**src/rtl/counter_sequencer_pkg.sv**
```systemverilog
// Shared types and constants for the counter run-control sequencer.
package counter_pkg;

  typedef enum logic [1:0] {
    IDLE = 2'd0,
    RUN  = 2'd1,
    DONE = 2'd2
  } state_e;

  localparam logic MODE_ONESHOT  = 1'b0;
  localparam logic MODE_PERIODIC = 1'b1;

  localparam logic DIR_UP   = 1'b0;
  localparam logic DIR_DOWN = 1'b1;

endpackage

```
**src/rtl/counter_sequencer_if.sv**
```systemverilog
// Control/status bundle between the board-level controller and the sequencer.
interface counter_sequencer_if #(
  parameter int WIDTH      = 4,
  parameter int PRESCALE_W = 8
);

  logic                  start;
  logic                  stop;
  logic                  mode;
  logic                  dir;
  logic [WIDTH-1:0]      load_val;
  logic [WIDTH-1:0]      term_val;
  logic [PRESCALE_W-1:0] prescale;

  logic                  start_ack;
  logic [WIDTH-1:0]      Q;
  logic                  busy;
  logic                  done;
  logic                  tc;

  modport master (
    output start, stop, mode, dir, load_val, term_val, prescale,
    input  start_ack, Q, busy, done, tc
  );

  modport slave (
    input  start, stop, mode, dir, load_val, term_val, prescale,
    output start_ack, Q, busy, done, tc
  );

endinterface

```
**src/rtl/counter_sequencer_core.sv**
```systemverilog
// Loadable WIDTH-bit up/down counter; wraps modulo 2^WIDTH.
module counter_core
  import counter_pkg::*;
#(
  parameter int WIDTH = 4
) (
  input  logic             Clk,
  input  logic             Clr,
  input  logic             load,
  input  logic [WIDTH-1:0] load_val,
  input  logic             en,
  input  logic             dir,
  output logic [WIDTH-1:0] Q
);

  localparam logic [WIDTH-1:0] ONE = WIDTH'(1);

  logic [WIDTH-1:0] q_q;
  logic [WIDTH-1:0] q_d;

  // Next count: load wins over a step; otherwise hold.
  always_comb begin
    q_d = q_q;
    if (load) begin
      q_d = load_val;
    end else if (en) begin
      q_d = (dir == DIR_DOWN) ? (q_q - ONE) : (q_q + ONE);
    end
  end

  // Count register, cleared asynchronously.
  always_ff @(posedge Clk or negedge Clr) begin
    if (!Clr) begin
      q_q <= '0;
    end else begin
      q_q <= q_d;
    end
  end

  assign Q = q_q;

endmodule

```
**src/rtl/counter_sequencer.sv**
```systemverilog
// Run-control sequencer: latches a run configuration on start, paces the
// counter with a prescaler and flags terminal count.
module counter_sequencer
  import counter_pkg::*;
#(
  parameter int WIDTH      = 4,
  parameter int PRESCALE_W = 8
) (
  input logic                Clk,
  input logic                Clr,
  counter_sequencer_if.slave bus
);

  localparam logic [PRESCALE_W-1:0] PSC_ONE = PRESCALE_W'(1);

  state_e                state_q;
  logic [PRESCALE_W-1:0] psc_q;
  logic                  busy_q;
  logic                  done_q;
  logic                  tc_q;
  logic                  ack_q;

  logic                  shd_mode_q;
  logic                  shd_dir_q;
  logic [WIDTH-1:0]      shd_load_q;
  logic [WIDTH-1:0]      shd_term_q;
  logic [PRESCALE_W-1:0] shd_psc_q;

  logic                  abort_d;
  logic                  accept_d;
  logic                  tick_d;
  logic                  at_term_d;
  logic                  core_load_d;
  logic                  core_en_d;
  logic [WIDTH-1:0]      core_load_val_d;
  logic [WIDTH-1:0]      q;

  // Decode this cycle's events; stop outranks both start and a due tick.
  always_comb begin
    abort_d         = bus.stop && (state_q != IDLE);
    accept_d        = bus.start && !bus.stop && (state_q != RUN);
    tick_d          = (state_q == RUN) && !bus.stop && (psc_q == shd_psc_q);
    at_term_d       = (q == shd_term_q);
    core_load_d     = accept_d || (tick_d && at_term_d && (shd_mode_q == MODE_PERIODIC));
    core_load_val_d = accept_d ? bus.load_val : shd_load_q;
    core_en_d       = tick_d && !at_term_d;
  end

  // Shadow configuration, refreshed only when a start is accepted.
  always_ff @(posedge Clk) begin
    if (accept_d) begin
      shd_mode_q <= bus.mode;
      shd_dir_q  <= bus.dir;
      shd_load_q <= bus.load_val;
      shd_term_q <= bus.term_val;
      shd_psc_q  <= bus.prescale;
    end
  end

  // Sequencer FSM with prescaler and registered status outputs.
  always_ff @(posedge Clk or negedge Clr) begin
    if (!Clr) begin
      state_q <= IDLE;
      psc_q   <= '0;
      busy_q  <= 1'b0;
      done_q  <= 1'b0;
      tc_q    <= 1'b0;
      ack_q   <= 1'b0;
    end else begin
      ack_q <= 1'b0;
      tc_q  <= 1'b0;
      if (abort_d) begin
        state_q <= IDLE;
        busy_q  <= 1'b0;
        done_q  <= 1'b0;
      end else if (accept_d) begin
        state_q <= RUN;
        psc_q   <= '0;
        busy_q  <= 1'b1;
        done_q  <= 1'b0;
        ack_q   <= 1'b1;
      end else if (state_q == RUN) begin
        if (tick_d) begin
          psc_q <= '0;
          if (at_term_d) begin
            tc_q <= 1'b1;
            if (shd_mode_q == MODE_ONESHOT) begin
              state_q <= DONE;
              busy_q  <= 1'b0;
              done_q  <= 1'b1;
            end
          end
        end else begin
          psc_q <= psc_q + PSC_ONE;
        end
      end
    end
  end

  counter_core #(
    .WIDTH(WIDTH)
  ) u_core (
    .Clk      (Clk),
    .Clr      (Clr),
    .load     (core_load_d),
    .load_val (core_load_val_d),
    .en       (core_en_d),
    .dir      (shd_dir_q),
    .Q        (q)
  );

  assign bus.Q         = q;
  assign bus.busy      = busy_q;
  assign bus.done      = done_q;
  assign bus.tc        = tc_q;
  assign bus.start_ack = ack_q;

endmodule

```
**src/flat_wrapper.sv**
```systemverilog
// flat-port wrapper written by rule: the top's interface ports become plain ports
module counter_sequencer_flat import counter_pkg::*;
#(
  parameter int WIDTH      = 4,
  parameter int PRESCALE_W = 8
)
  (Clk, Clr, bus_start, bus_stop, bus_mode, bus_dir, bus_load_val, bus_term_val, bus_prescale, bus_start_ack, bus_Q, bus_busy, bus_done, bus_tc);
  counter_sequencer_if #(.WIDTH(WIDTH), .PRESCALE_W(PRESCALE_W)) bus_i ();
  input logic Clk;
  input logic Clr;
  input wire logic [$bits(bus_i.start)-1:0] bus_start;
  input wire logic [$bits(bus_i.stop)-1:0] bus_stop;
  input wire logic [$bits(bus_i.mode)-1:0] bus_mode;
  input wire logic [$bits(bus_i.dir)-1:0] bus_dir;
  input wire logic [$bits(bus_i.load_val)-1:0] bus_load_val;
  input wire logic [$bits(bus_i.term_val)-1:0] bus_term_val;
  input wire logic [$bits(bus_i.prescale)-1:0] bus_prescale;
  output wire logic [$bits(bus_i.start_ack)-1:0] bus_start_ack;
  output wire logic [$bits(bus_i.Q)-1:0] bus_Q;
  output wire logic [$bits(bus_i.busy)-1:0] bus_busy;
  output wire logic [$bits(bus_i.done)-1:0] bus_done;
  output wire logic [$bits(bus_i.tc)-1:0] bus_tc;
  assign bus_i.start = bus_start;
  assign bus_i.stop = bus_stop;
  assign bus_i.mode = bus_mode;
  assign bus_i.dir = bus_dir;
  assign bus_i.load_val = bus_load_val;
  assign bus_i.term_val = bus_term_val;
  assign bus_i.prescale = bus_prescale;
  assign bus_start_ack = bus_i.start_ack;
  assign bus_Q = bus_i.Q;
  assign bus_busy = bus_i.busy;
  assign bus_done = bus_i.done;
  assign bus_tc = bus_i.tc;
  counter_sequencer #(.WIDTH(WIDTH), .PRESCALE_W(PRESCALE_W)) u_core (.Clk(Clk), .Clr(Clr), .bus(bus_i));
endmodule
```
**config.mk**
```make
export PLATFORM = sky130hd
export DESIGN_NAME = counter_sequencer_flat
export DESIGN_NICKNAME = d
export VERILOG_FILES = /design/src/rtl/counter_sequencer_pkg.sv /design/src/rtl/counter_sequencer_if.sv /design/src/rtl/counter_sequencer_core.sv /design/src/rtl/counter_sequencer.sv /design/src/flat_wrapper.sv
export SDC_FILE = /design/constraint.sdc
export NUM_CORES = 1
export LEC_CHECK = 0
export BUFFER_PORTS_ARGS = -buffer_cell sky130_fd_sc_hd__buf_2
export CORE_MARGIN = 5
export CORE_UTILIZATION = 45
export DETAILED_ROUTE_END_ITERATION = 10
export GPL_TIMING_DRIVEN = 0
export PLACE_DENSITY = 0.77
export SLEW_MARGIN = 20
export SYNTH_ARGS = -nofsm -noshare
export SYNTH_HDL_FRONTEND = slang
export SYNTH_SLANG_ARGS = --single-unit
```
**constraint.sdc**
```tcl
create_clock -name Clk -period 1.6 [get_ports Clk]
set_clock_uncertainty 0.05 [all_clocks]
set_input_delay 0.24 -clock Clk [delete_from_list [all_inputs] [get_ports Clk]]
set_output_delay 0.24 -clock Clk [all_outputs]
set_load 0.02 [all_outputs]
```
==> results_dict.tcl <==
set metrics [dict create \
    drc 0 \
    wl_met2_um 1560 \
    die_area_um2 4860 \
    utilization 0.634 \
    cts.htree.levels 2 \
    initial_core_util 0.473 \
    grt_max_degree 17 \
    stdcell_count 236 \
    critPathSlowestCell "dfrtp_2" \
    m1WireLength_um 1440 \
    vias 1198 \
    wl_met3_um 223 \
    ys_seq_area_frac 0.562 \
    ios 30 \
    clock.fmax_mhz 539 \
    critical_path_class "flop to flop" \
    synth_ff_type "dfrtp_1" \
    final-hold-violation-count 0 \
    rows 21 \
    whs_ns 0.0215 \
    ys_top_cells_by_area "edfxtp_1 (26%), dfrtp_1 (25%), xnor2_1 (7.1%), dfxtp_1 (5.0%), nand2_1 (4.9%)" \
    routed_wl_um 3260 \
    netlist_instances 141 \
    clkTransAtPathRegs_ns 0.10 \
    ant_nets 0 \
    worst_slack_ns -0.255 \
    grt_pass1_wl_um 5320 \
    io_buffers 29 \
    drive_gt1_frac 0.458 \
    synth_top_cell_by_area "edfxtp_1" \
    relSlewSlack 0.745 \
    synth_cell_types 35 \
    core_um2 3390 \
    cts_buffers 5 \
    async_flop_share 0.471 \
    slowest_delay_ns 0.45 \
    grt.overflow.total 0 \
    fin_crit_ns 1.86 \
    crit_path_end_kind "flop" \
    layout.nets 215 \
    drtIter0Drc 54 \
    synth.top_cell.area_share 0.262 \
    arrival_ns 2.03 \
    maxSlewViolCount 0 \
    clock_sinks 34 \
    cts_tree "yes" \
    dpl.hpwl_um 2280 \
    p_per_area_nw_per_um2 1190 \
    p_leak_nw 0.943 \
    hp-class "input pin to flop" \
    track_usage 0.139 \
    antenna_cells 0 \
    drv_cap 0 \
    die_h_um 69.7 \
    rsz0062_at_grt "yes" \
    status "finished, violations left" \
    syn_area_per_cell_um2 11.4 \
    wl_per_cell_um 13.8 \
    setup_viol 28 \
    cts_buffer_depth 2 \
    ir_drop_mv 0.713 \
    place.gp.congestion 0.906 \
    crit_fanout 5 \
    required_ns 1.78 \
    root_buffer "clkbuf_4" \
    clock_latency_ns 0.34 \
    crit_chain "nor3b_4 > nand4_1 > o31ai_4 > buf_4 > nor2_4 > a22o_1" \
    netlist_area_um2 1600 \
    yosysWarnings 0 \
    tightest_slew_ns 0.382 \
    synth_seq_cells 34 \
    min_period_over_period 1.16 \
    post-place-cells 216 \
    syn2layout_area_growth_pct 34.1 \
    top_layer "met4" \
    dr.pass1.iters 4 \
    power_w 0.00255 \
    start_kind "flop" \
    antenna_found_initial 0 \
    failed_checks "negative setup slack" \
    synth_edf_count 14 \
    syn-num-nets 167 \
    die-width_um 69.7 \
    vias_per_cell 5.08 \
    grt_pass1_vias 1212 \
]
## layout by cell type, fill, tap and decap left out, types with 2 or more instances in the layout
cell type / Yosys / layout
xnor2_2: 2 / 8
clkinv_2: 0 / 2
a21oi_4: 0 / 2
buf_2: 1 / 29
nand2_2: 0 / 2
inv_1: 8 / 7
a21o_1: 2 / 2
a22o_1: 3 / 3
xnor2_1: 13 / 7
mux2i_1: 4 / 3
nor3_1: 3 / 2
or2_2: 2 / 2
nand3_1: 4 / 4
nor2b_4: 0 / 2
ha_1: 3 / 2
dfxtp_1: 4 / 4
clkinvlp_4: 0 / 2
nand4_1: 3 / 3
nor2_1: 8 / 6
nand2_1: 21 / 19
edfxtp_1: 14 / 14
o21ai_1: 0 / 5
clkbuf_4: 0 / 5
a21oi_1: 4 / 3
dfrtp_2: 0 / 7
buf_4: 0 / 10
dfrtp_1: 16 / 9
## per-layer routing
metal  global-route usage  up-vias
met1                0.164      568
met5                    0        -
met4               0.0511        0
li1                     -      585
met3               0.0565        5
met2                0.229       40
## worst max-delay path: cells and delay by family (launching register included)
kind | cells | cell delay (ns)
AOI/OAI and AO/OA | 2 | 0.52
DFF | 1 | 0.45
buffers and inverters | 1 | 0.18
and+or+nand+nor | 3 | 0.55
## path summary, 6_finish.rpt
path                       cells after the start  slack [ns]              endpoint            startpoint
min in group asynchronous                      2        0.27    u_core.u_core.Q[1]                   Clr
max in group asynchronous                      2        0.92    u_core.u_core.Q[2]                   Clr
setup / recovery                               6       -0.26       u_core.psc_q[7]     u_core.state_q[1]
hold / removal                                 1        0.02   u_core.shd_psc_q[0]       bus_prescale[0]
hold reg to reg                                2        0.42  u_core.shd_load_q[1]  u_core.shd_load_q[1]
setup reg to reg                               6       -0.26       u_core.psc_q[7]     u_core.state_q[1]
## cell families after synthesis
| kind of cell | count (synthesis) | share of synthesized area |
|---|---|---|
| and+or+nand+nor | 49 | 0.154 |
| DFF | 34 | 0.562 |
| AOI/OAI and AO/OA | 24 | 0.102 |
| xor gates and xnor gates | 16 | 0.0968 |
| buffers and inverters | 10 | 0.0242 |
| muxes | 4 | 0.0250 |
| adders and majority gates | 4 | 0.0359 |
## registers in the layout, indices dropped and copies added (netlist names)
register / count
u_core.bus.start_ack: 1
u_core.shd_mode_q: 1
u_core.shd_dir_q: 1
u_core.shd_term_q: 4
u_core.state_q: 2
u_core.shd_load_q: 4
u_core.bus.tc: 1
u_core.psc_q: 8
u_core.u_core.Q: 4
u_core.shd_psc_q: 8
## synth_stat cells (all sizes together) (4+ instances only)
master	instances
a21oi	6
dfrtp	16
dfxtp	4
edfxtp	14
inv	9
mux2i	4
nand2	21
nand3	4
nor2	8
o21ai	7
xnor2	15
## layout make-up
type | count | area (um^2)
Timing Repair inverter | 1 | 7.51
Multi-Input combinational cell | 97 | 811
Tap cell | 46 | 57.6
Clock inverter | 3 | 40.0
Fill cell | 267 | 1240
Timing Repair Buffer | 40 | 230
Sequential cell | 34 | 910
Buffer | 1 | 11.3
Clock buffer | 5 | 37.5
Inverter | 9 | 45.0
## metrics by stage
stage          area [um^2]  setup WS, ns  TNS (ns)
2_1_floorplan         1670       -0.0763     -1.11
3_3_place_gp          1870        -0.187     -2.39
3_5_place_dp          1870        -0.247     -3.40
4_1_cts               2080        -0.164     -1.65
5_1_grt               2150        -0.318     -4.14
6_report              2150        -0.255     -2.62
## repair_timing
action                                  CTS  global route
hold buffers                              1             0
gates cloned                              1             0
endpoints found under the hold margin    16             0
pin swaps                                 9             9
endpoints found under the setup margin   27            28
setup buffers                             6             5
resized for setup                        21             7
## power by group
part	switching, W	internal (W)	total [W]
sequential	0.000131	0.00103	0.00116
combinational	0.000395	0.000395	0.000789
clock	0.000284	0.000323	0.000608
No activity file was read; power rests on OpenSTA's default activity.
